`config.mk`:
```
export PLATFORM = sky130hd
export DESIGN_NAME = data_expand
export DESIGN_NICKNAME = d
export VERILOG_FILES = /design/src/rtl/data_compress_pkg.sv /design/src/rtl/lane_prefix_sum.sv /design/src/rtl/data_expand.sv
export SDC_FILE = /design/constraint.sdc
export NUM_CORES = 2
export LEC_CHECK = 0
export CORE_MARGIN = 2
export CORE_UTILIZATION = 25
export DETAILED_ROUTE_END_ITERATION = 12
export PLACE_DENSITY = 0.37
export SLEW_MARGIN = 30
export SYNTH_ARGS = -nofsm -noshare
export SYNTH_HDL_FRONTEND = slang
export SYNTH_SLANG_ARGS = --single-unit
```
`constraint.sdc`:
```
create_clock -name clk -period 29.6 [get_ports clk]
set_input_delay 4.44 -clock clk [delete_from_list [all_inputs] [get_ports clk]]
set_output_delay 4.44 -clock clk [all_outputs]
set_load 0.02 [all_outputs]
```
`src/rtl/data_compress_pkg.sv`:
```
// rtl/data_compress_pkg.sv - shared constants, width helpers and popcount for the lane compress/expand path
package data_compress_pkg;

    localparam int DEFAULT_DW = 32;
    localparam int DEFAULT_N  = 8;
    localparam int DEFAULT_CW = $clog2(DEFAULT_N) + 1;
    localparam int DEFAULT_BW = $clog2(2 * DEFAULT_N) + 1;

    // Lane count (0..N) and holding-buffer occupancy (0..2N) at the default lane count
    typedef logic [DEFAULT_CW-1:0] cnt_t;
    typedef logic [DEFAULT_BW-1:0] occ_t;

    // Width needed to hold a lane count 0..n
    function automatic int cnt_width(input int n);
        return $clog2(n) + 1;
    endfunction

    // Width needed to hold a buffer occupancy 0..2n
    function automatic int occ_width(input int n);
        return $clog2(2 * n) + 1;
    endfunction

    // Number of set bits in a default-width lane mask
    function automatic cnt_t popcount(input logic [DEFAULT_N-1:0] v);
        cnt_t s;
        s = '0;
        for (int i = 0; i < DEFAULT_N; i++) begin
            s = s + cnt_t'(v[i]);
        end
        return s;
    endfunction

endpackage

```
`src/rtl/lane_prefix_sum.sv`:
```
// rtl/lane_prefix_sum.sv - exclusive prefix count of a lane mask plus its total population
module lane_prefix_sum #(
    parameter int N  = 8,
    parameter int CW = $clog2(N) + 1
) (
    input  logic [N-1:0]         mask,
    output logic [N-1:0][CW-1:0] idx,
    output logic [CW-1:0]        total
);

    logic [CW-1:0] acc;

    // idx[k] counts set mask bits strictly below lane k; total is the full count
    always_comb begin
        acc = '0;
        idx = '0;
        for (int k = 0; k < N; k++) begin
            idx[k] = acc;
            acc    = acc + CW'(mask[k]);
        end
        total = acc;
    end

endmodule

```
`src/rtl/data_expand.sv`:
```
// rtl/data_expand.sv - scatter densely packed lanes onto the positions selected by a per-beat mask
import data_compress_pkg::*;

module data_expand #(
    parameter int DW = DEFAULT_DW,
    parameter int N  = DEFAULT_N,
    parameter int CW = cnt_width(N),
    parameter int BW = occ_width(N)
) (
    input  logic                 clk,
    input  logic                 rst,
    input  logic [N-1:0][DW-1:0] i_data,
    input  logic [CW-1:0]        i_cnt,
    input  logic                 i_valid,
    output logic                 i_ready,
    input  logic [N-1:0]         m_mask,
    input  logic                 m_valid,
    output logic                 m_ready,
    output logic [N-1:0][DW-1:0] o_data,
    output logic [N-1:0]         o_lane_valid,
    output logic                 o_valid,
    input  logic                 o_ready
);

    localparam int DEPTH = 2 * N;
    localparam int LW    = $clog2(N);

    // Holding buffer: lane 0 is always the oldest unconsumed lane
    logic [DW-1:0]         hold_buf [DEPTH];
    logic [DW-1:0]         buf_next [DEPTH];
    logic [BW-1:0]         cnt;
    logic [BW-1:0]         cnt_next;

    logic [N-1:0][CW-1:0]  idx;
    logic [CW-1:0]         pop;
    logic [BW-1:0]         pop_used;
    logic [BW-1:0]         in_add;
    logic [BW-1:0]         base;
    logic [BW-1:0]         src;
    logic [BW-1:0]         dst;
    logic [BW-1:0]         off;
    logic                  fire_i;
    logic                  fire_m;
    logic [N-1:0][DW-1:0]  expand;

    lane_prefix_sum #(
        .N  (N),
        .CW (CW)
    ) u_prefix (
        .mask  (m_mask),
        .idx   (idx),
        .total (pop)
    );

    // Handshakes look only at registered occupancy, so a mask can never use lanes arriving this cycle
    always_comb begin
        i_ready = ~rst & (cnt <= BW'(N));
        m_ready = ~rst & m_valid & (cnt >= BW'(pop)) & (~o_valid | o_ready);
        fire_i  = i_valid & i_ready;
        fire_m  = m_ready;
    end

    // Scatter the oldest pop buffered lanes onto the set mask positions
    always_comb begin
        expand = '0;
        for (int k = 0; k < N; k++) begin
            if (m_mask[k]) begin
                expand[k] = hold_buf[idx[k]];
            end
        end
    end

    // Next buffer: drop consumed lanes from the front, then append new lanes behind the survivors
    always_comb begin
        pop_used = fire_m ? BW'(pop) : '0;
        in_add   = fire_i ? BW'(i_cnt) : '0;
        base     = cnt - pop_used;
        cnt_next = base + in_add;
        src      = '0;
        dst      = '0;
        off      = '0;
        for (int j = 0; j < DEPTH; j++) begin
            buf_next[j] = hold_buf[j];
        end
        for (int j = 0; j < DEPTH; j++) begin
            src = BW'(j) + pop_used;
            if (fire_m && (src < BW'(DEPTH))) begin
                buf_next[j] = hold_buf[src[BW-2:0]];
            end
        end
        for (int j = 0; j < DEPTH; j++) begin
            dst = BW'(j);
            off = dst - base;
            if (fire_i && (dst >= base) && (off < in_add)) begin
                buf_next[j] = i_data[off[LW-1:0]];
            end
        end
    end

    // Occupancy register; reset discards any residual lanes
    always_ff @(posedge clk) begin
        if (rst) begin
            cnt <= '0;
        end else begin
            cnt <= cnt_next;
        end
    end

    // Buffer contents need no reset because occupancy alone defines which lanes are live
    always_ff @(posedge clk) begin
        for (int j = 0; j < DEPTH; j++) begin
            hold_buf[j] <= buf_next[j];
        end
    end

    // Output beat register: load on mask fire, clear valid when taken, hold while stalled
    always_ff @(posedge clk) begin
        if (rst) begin
            o_data       <= '0;
            o_lane_valid <= '0;
            o_valid      <= 1'b0;
        end else if (fire_m) begin
            o_data       <= expand;
            o_lane_valid <= m_mask;
            o_valid      <= 1'b1;
        end else if (o_valid && o_ready) begin
            o_valid      <= 1'b0;
        end
    end

endmodule

```
* Word-level counts from Yosys, hierarchy flattened
Memory sizes are Yosys's and may differ from the RTL's.
Cells that the tools add are included.
** Operators by class
- $add $sub $neg :: 40
- $lt $le $gt $ge :: 66
- Equal/unequal tests :: 16
- Multiplexer cells :: 76
- Bitwise logic cells :: 8
- Reduce and logical (&&, ||, !) cells :: 50
** Operator list (count)
- two-way mux 32 bit :: 56
- binary-select mux 32 bit (select 3 bit) :: 16
- less-than comparator 5 x 4 -> 1 bit :: 16
- less-than comparator 5 bit (second input constant) :: 15
- less-than comparator 3 x 4 -> 1 bit (second input constant) :: 16
- logical AND 1 bit :: 49
- adder 4 x 4 -> 5 bit (first input constant) :: 8
- >= comparator 4 x 5 -> 1 bit (first input constant) :: 8
- subtractor 4 x 5 -> 5 bit (first input constant) :: 8
- inequality test 2 bit (second input constant) :: 16
- adder 4 x 1 -> 4 bit :: 6
- adder 3 x 4 -> 5 bit (first input constant) :: 4
- >= comparator 3 x 5 -> 1 bit (first input constant) :: 4
- subtractor 3 x 5 -> 5 bit (first input constant) :: 4
- adder 2 x 4 -> 5 bit (first input constant) :: 2
- >= comparator 1 x 5 -> 1 bit (first input constant) :: 2
- >= comparator 2 x 5 -> 1 bit (first input constant) :: 2
- subtractor 1 x 5 -> 5 bit (first input constant) :: 2
- subtractor 2 x 5 -> 5 bit (first input constant) :: 2
- two-way mux 4 bit :: 2
- adder 1 x 4 -> 5 bit (first input constant) :: 1
- adder 5 x 4 -> 5 bit :: 1
- bitwise AND 1 bit :: 5
- >= comparator 5 x 4 -> 1 bit :: 1
- 8 further kinds :: 10
** Word-level totals
- Bits in registers :: 270
- Bits in writable memories :: 512
- Input bits :: 273
- Memories kept :: 1
** Memory list
- hold_buf :: depth 16, width 32, read ports 24, clocked after memory_dff 0, wr ports 16, line data_expand.sv:29 : logic [DW-1:0] hold_buf [DEPTH];

* Depth between registers and ports, before layout
- Depth after elaboration :: 16
- Gate-level depth with buffers :: 45
- Depth with buffers taken out :: 32

* Cells and area by module
Synthesis repeated with hierarchy kept, for this count alone.
** Unflattened totals
- Cells, all modules :: 9854
- Area, all modules :: 104365.1 µm²
** By module, submodules not included
- data_expand :: instances 1, cells each 9788, area each 103794.5 µm²
- lane_prefix_sum :: instances 1, cells each 66, area each 570.5 µm²

* Worst setup path before layout
Ideal clock, no wire load.
- Kind :: input -> register
- Start point :: input m_mask[0]
- End point :: memory hold_buf[14][0] (netlist name) (enable)
- Setup time :: 655 ps
- Data arrival time :: 14909 ps
- Required time :: 28945 ps
- Path slack :: 14036 ps
- Stages on the path :: 40
- Buffers on the path :: 11
- Path through :: fa_1 -> ha_1 -> fa_1 -> ha_1 -> ha_1 -> clkbuf_1 -> nand3b_1 -> a211oi_1 -> or3_1 -> clkbuf_1 -> nand2_1 -> xnor2_1 -> ha_1 -> o21a_1 -> o31a_1 -> nand3_2 -> inv_2 -> clkbuf_1 -> [... 4 more ...] -> nand2_1 -> inv_1 -> fa_1 -> clkbuf_1 -> inv_1 -> ha_1 -> inv_1 -> xnor2_1 -> clkbuf_1 -> buf_1 -> inv_1 -> ha_1 -> a21oi_1 -> a21bo_2 -> a21oi_1 -> o211ai_1 -> clkbuf_1 -> o21ai_0
** RTL lines
- from (decl) :: line data_expand.sv:16 : input logic [N-1:0] m_mask,
- to (decl) :: line data_expand.sv:29

==> results.txt <==
----------------------------------------------------
[Floorplan]
  Horiz. Die Dim ... between 500 and 600 um
  Area of the die ... around 360000 um^2
  Floorplan die height ... about 600 um
  # rows ... approximately 220
  Std-Cell Core Area ... 350000 um^2
  Starting density of the core ... 0.252
  I/O pin total ... 540

[Critical path]
  CP endpoint kind ... register
  Crit-path max cell delay ... about 1.3 ns
  Critical path class ... in2reg
  Setup crit start kind ... primary input
  Top fanout value on the critical path ... 94
  Cell count of the worst reg-to-reg path ... 23
  Highest-delay cell along the critical path ... fa_4
  R2R Path Start ... cnt[0]
  End of the worst register-to-register path ... hold_buf[9][0]
  Required time of the critical path ... 30.28 ns
  Arrival @ worst endpoint ... between 15 and 20 ns
  Worst R2R Setup Slack ... roughly 20 ns

[Drt]
  Count of routing violations after the opening detailed-route iteration ... ~13000
  Wirelength per Cell ... between 40 and 50 um
  First drt pass iteration count ... 7
  Mean number of vias per cell ... about 6.5
  Final ANT Viol Nets ... 0
  DRC viols ... 0
  Sum of routed wire length over all layers ... ~560000 um
  Total via count in the routed design ... around 88000

[Yosys]
  Yosys cell types ... between 80 and 90
  Adder-Cell Fraction of Synth Area ... 0.0107
  Largest cells by area after synthesis ... mux4_2 (25%), edfxtp_1 (17%), mux2i_1 (11%)
  Basic-gate share of the synthesized area counting and, or, nand and nor cells ... 0.124
  Cell accounting for the most synthesized area ... mux4_2
  Top cells by instance count after synthesis ... nand2_1 (1124), mux4_2 (992), mux2i_1 (985)
  Ys flop type ... edfxtp_1
  Post-synthesis net count ... roughly 9200
  Seq cells post-synth ... about 800
  Sequential fraction of the synthesis area ... 0.236
  Number of standard cells after synthesis ... ~8900
  Most common cell in the synthesized netlist ... nand2_1
  Async set or reset register ratio after synthesis ... 0
  Multiplexer area fraction after synthesis ... 0.419
  Fraction of post-synthesis cell area in the top cell type by area ... 0.254
  Post-synth design cell area ... just under 90000 um^2
  Combinational family with the most area after synthesis ... multiplexers
  Number of synthesized flops with an enable pin ... roughly 500
  Number of warning messages in the yosys log ... 0
  Post-synthesis share of cell area spent on xor and xnor gates ... 0.00411
  Compound-cell area share of the yosys netlist ... 0.158
  Average cell area after synthesis ... between 9 and 10 um^2

[STA]
  F_max ... 51.8 MHz
  Worst clock skew ... between 0.09 and 0.1 ns
  Hold Slack ... about 0.45 ns
  Worst max-slew margin expressed relative to the limit ... 0.231
  Final cycle utilization of the critical path ... 0.652
  Number of pins exceeding their max-slew limit in the final report ... 0
  Setup repair after global routing missed its margin ... no
  Count of final hold-check violations ... 0
  Setup TNS ... 0 ns
  Minimum clock period ... 19.29 ns
  Slew at the pin closest to its max-slew limit ... about 1.2 ns
  Final setup fails ... 0

[Global routing]
  Overall Global Routing Usage ... 0.302
  Number of global-route vias before repair ... about 83000
  Routing usage on met1 ... 0.408
  Global routing met3 resource utilization ... 0.0929
  Maximum number of pins on one net before global-route repair ... approximately 190
  Wire length of the first global-routing pass ... between 700000 and 800000 um
  Aggregate global routing overflow ... 0
  GRT busiest layer ... met2
  Initial antenna violation count ... 66
  Met2 Resource Use GR ... 0.432

[Placed design]
  Port-buffer cells ... roughly 540
  Weighted congestion at the end of routability-driven global placement ... about 0.94
  HPWL reported at the end of detailed placement ... 391000 um
  Placed insts ... 13200

[Worst hold path]
  Launch point of the worst hold path ... o_data[4]
  Worst hold path class ... reg2reg
  Hold Path Sink ... o_data[4]
  Count of cells along the worst hold path ... 2

[Cells and area]
  Fraction of layout instances using a drive strength above 1 ... 0.229
  Number of nets in the final layout ... a little over 9000
  Final cell count without fillers ... 13500
  Layout area overhead ... 16.3%

[Clock network]
  Number of buffers added by the clock tree synthesis step ... about 120
  Reg clk slew, reported paths ... roughly 0.06 ns
  Number of buffers added for setup after CTS ... 0
  Buffer depth of the longest clock path ... 4
  Clock Tree Root ... clkbuf_16
  Number of sinks driven by the clock tree ... 782
  Count of instances resized after the clock tree is built ... 0
  Clock latency on the worst-skew pair ... about 0.93 ns
  Clock tree from TritonCTS ... built
  Hold bufs inserted after CTS ... 0
  H-tree depth ... 3

[Run]
  Maximum Capacitance Violations ... 0

[Status]
  Outcome ... completed

----------------------------------------------------
worst max-delay path by stage:
stage	slack, ns	from	to	cells after the start
after CTS	10.28	m_mask[1]	hold_buf[9][0]	30
final	10.31	m_mask[1]	hold_buf[9][0]	31
after floorplan	14.04	m_mask[0]	hold_buf[14][0]	40
after global placement	9.14	m_mask[1]	hold_buf[9][8]	30
after detailed placement	9.34	m_mask[1]	hold_buf[9][16]	28
after global routing	9.88	m_mask[1]	hold_buf[9][0]	31
area by class of cell:
cell class | instances | area (um^2)
Antenna cell | 16 | 40.0
Clock buffer | 172 | 3600
Clock inverter | 44 | 325
Fill cell | 36300 | 248000
Inverter | 44 | 195
Multi-Input combinational cell | 7001 | 63800
Sequential cell | 782 | 20800
Tap cell | 4599 | 5750
Timing Repair Buffer | 792 | 7860
worst max-delay path: cells and delay by family:
family,cells,cell delay [ns]
buffers and inverters,10,3.84
AO/OA/AOI/OAI,6,1.83
AND/OR/NAND/NOR,5,2.41
adder cells (fa/ha/maj),10,7.18
layout by cell type, fill, tap and decap left out, drive strengths merged, types with 36 or more instances in the layout:
master         instances
nand2               1124
mux4                 992
mux2i                985
a21oi                599
clkdlybuf4s50        535
edfxtp               512
nor2                 496
mux2                 415
o22ai                279
dfxtp                270
buf                  257
and3                 255
o211ai               228
nand3                185
clkbuf               172
a211oi               159
nor3                 135
nand4                128
a2bb2oi              124
o21a                 100
a22oi                 99
a311oi                91
o21ai                 85
and2                  74
a31oi                 72
ha                    69
a22o                  64
inv                   50
a221oi                36
o31ai                 36
through the flow:
step / util / setup slack [ns] / area, um^2
after detailed placement: 0.280 / 9.34 / 98200
after floorplan: - / 14.04 / 88000
after CTS: 0.292 / 10.28 / 102000
after global placement: 0.279 / 9.14 / 97700
final: 0.293 / 10.31 / 102000
after global routing: 0.293 / 9.88 / 102000
state kept, by name, summed over array words and instances (netlist names):
| name | flops |
|---|---|
| o_data | 256 |
| hold_buf | 512 |
| cnt | 5 |
| o_lane_valid | 8 |
| o_valid | 1 |
cells by family (layout without fill, tap and decap cells):
| logic type | Yosys count | count (layout) |
|---|---|---|
| AND/OR/NAND/NOR | 2445 | 2445 |
| multiplexers | 2392 | 2392 |
| AO/OA/AOI/OAI | 2061 | 2061 |
| buffers and inverters | 1094 | 1052 |
| flip-flops | 782 | 782 |
| adder cells (fa/ha/maj) | 73 | 73 |
| XOR/XNOR | 30 | 30 |
| other | 0 | 16 |
per-layer routing:
| metal | routed length (um) | vias to the layer above |
|---|---|---|
| li1 | - | 35000 |
| met1 | 232000 | 45500 |
| met2 | 231000 | 6060 |
| met3 | 63100 | 1115 |
| met4 | 33700 | 20 |
| met5 | 179 | - |
Power is not shown: default switching activity piles up to over one toggle a cycle in this logic, so the estimate is an artifact.
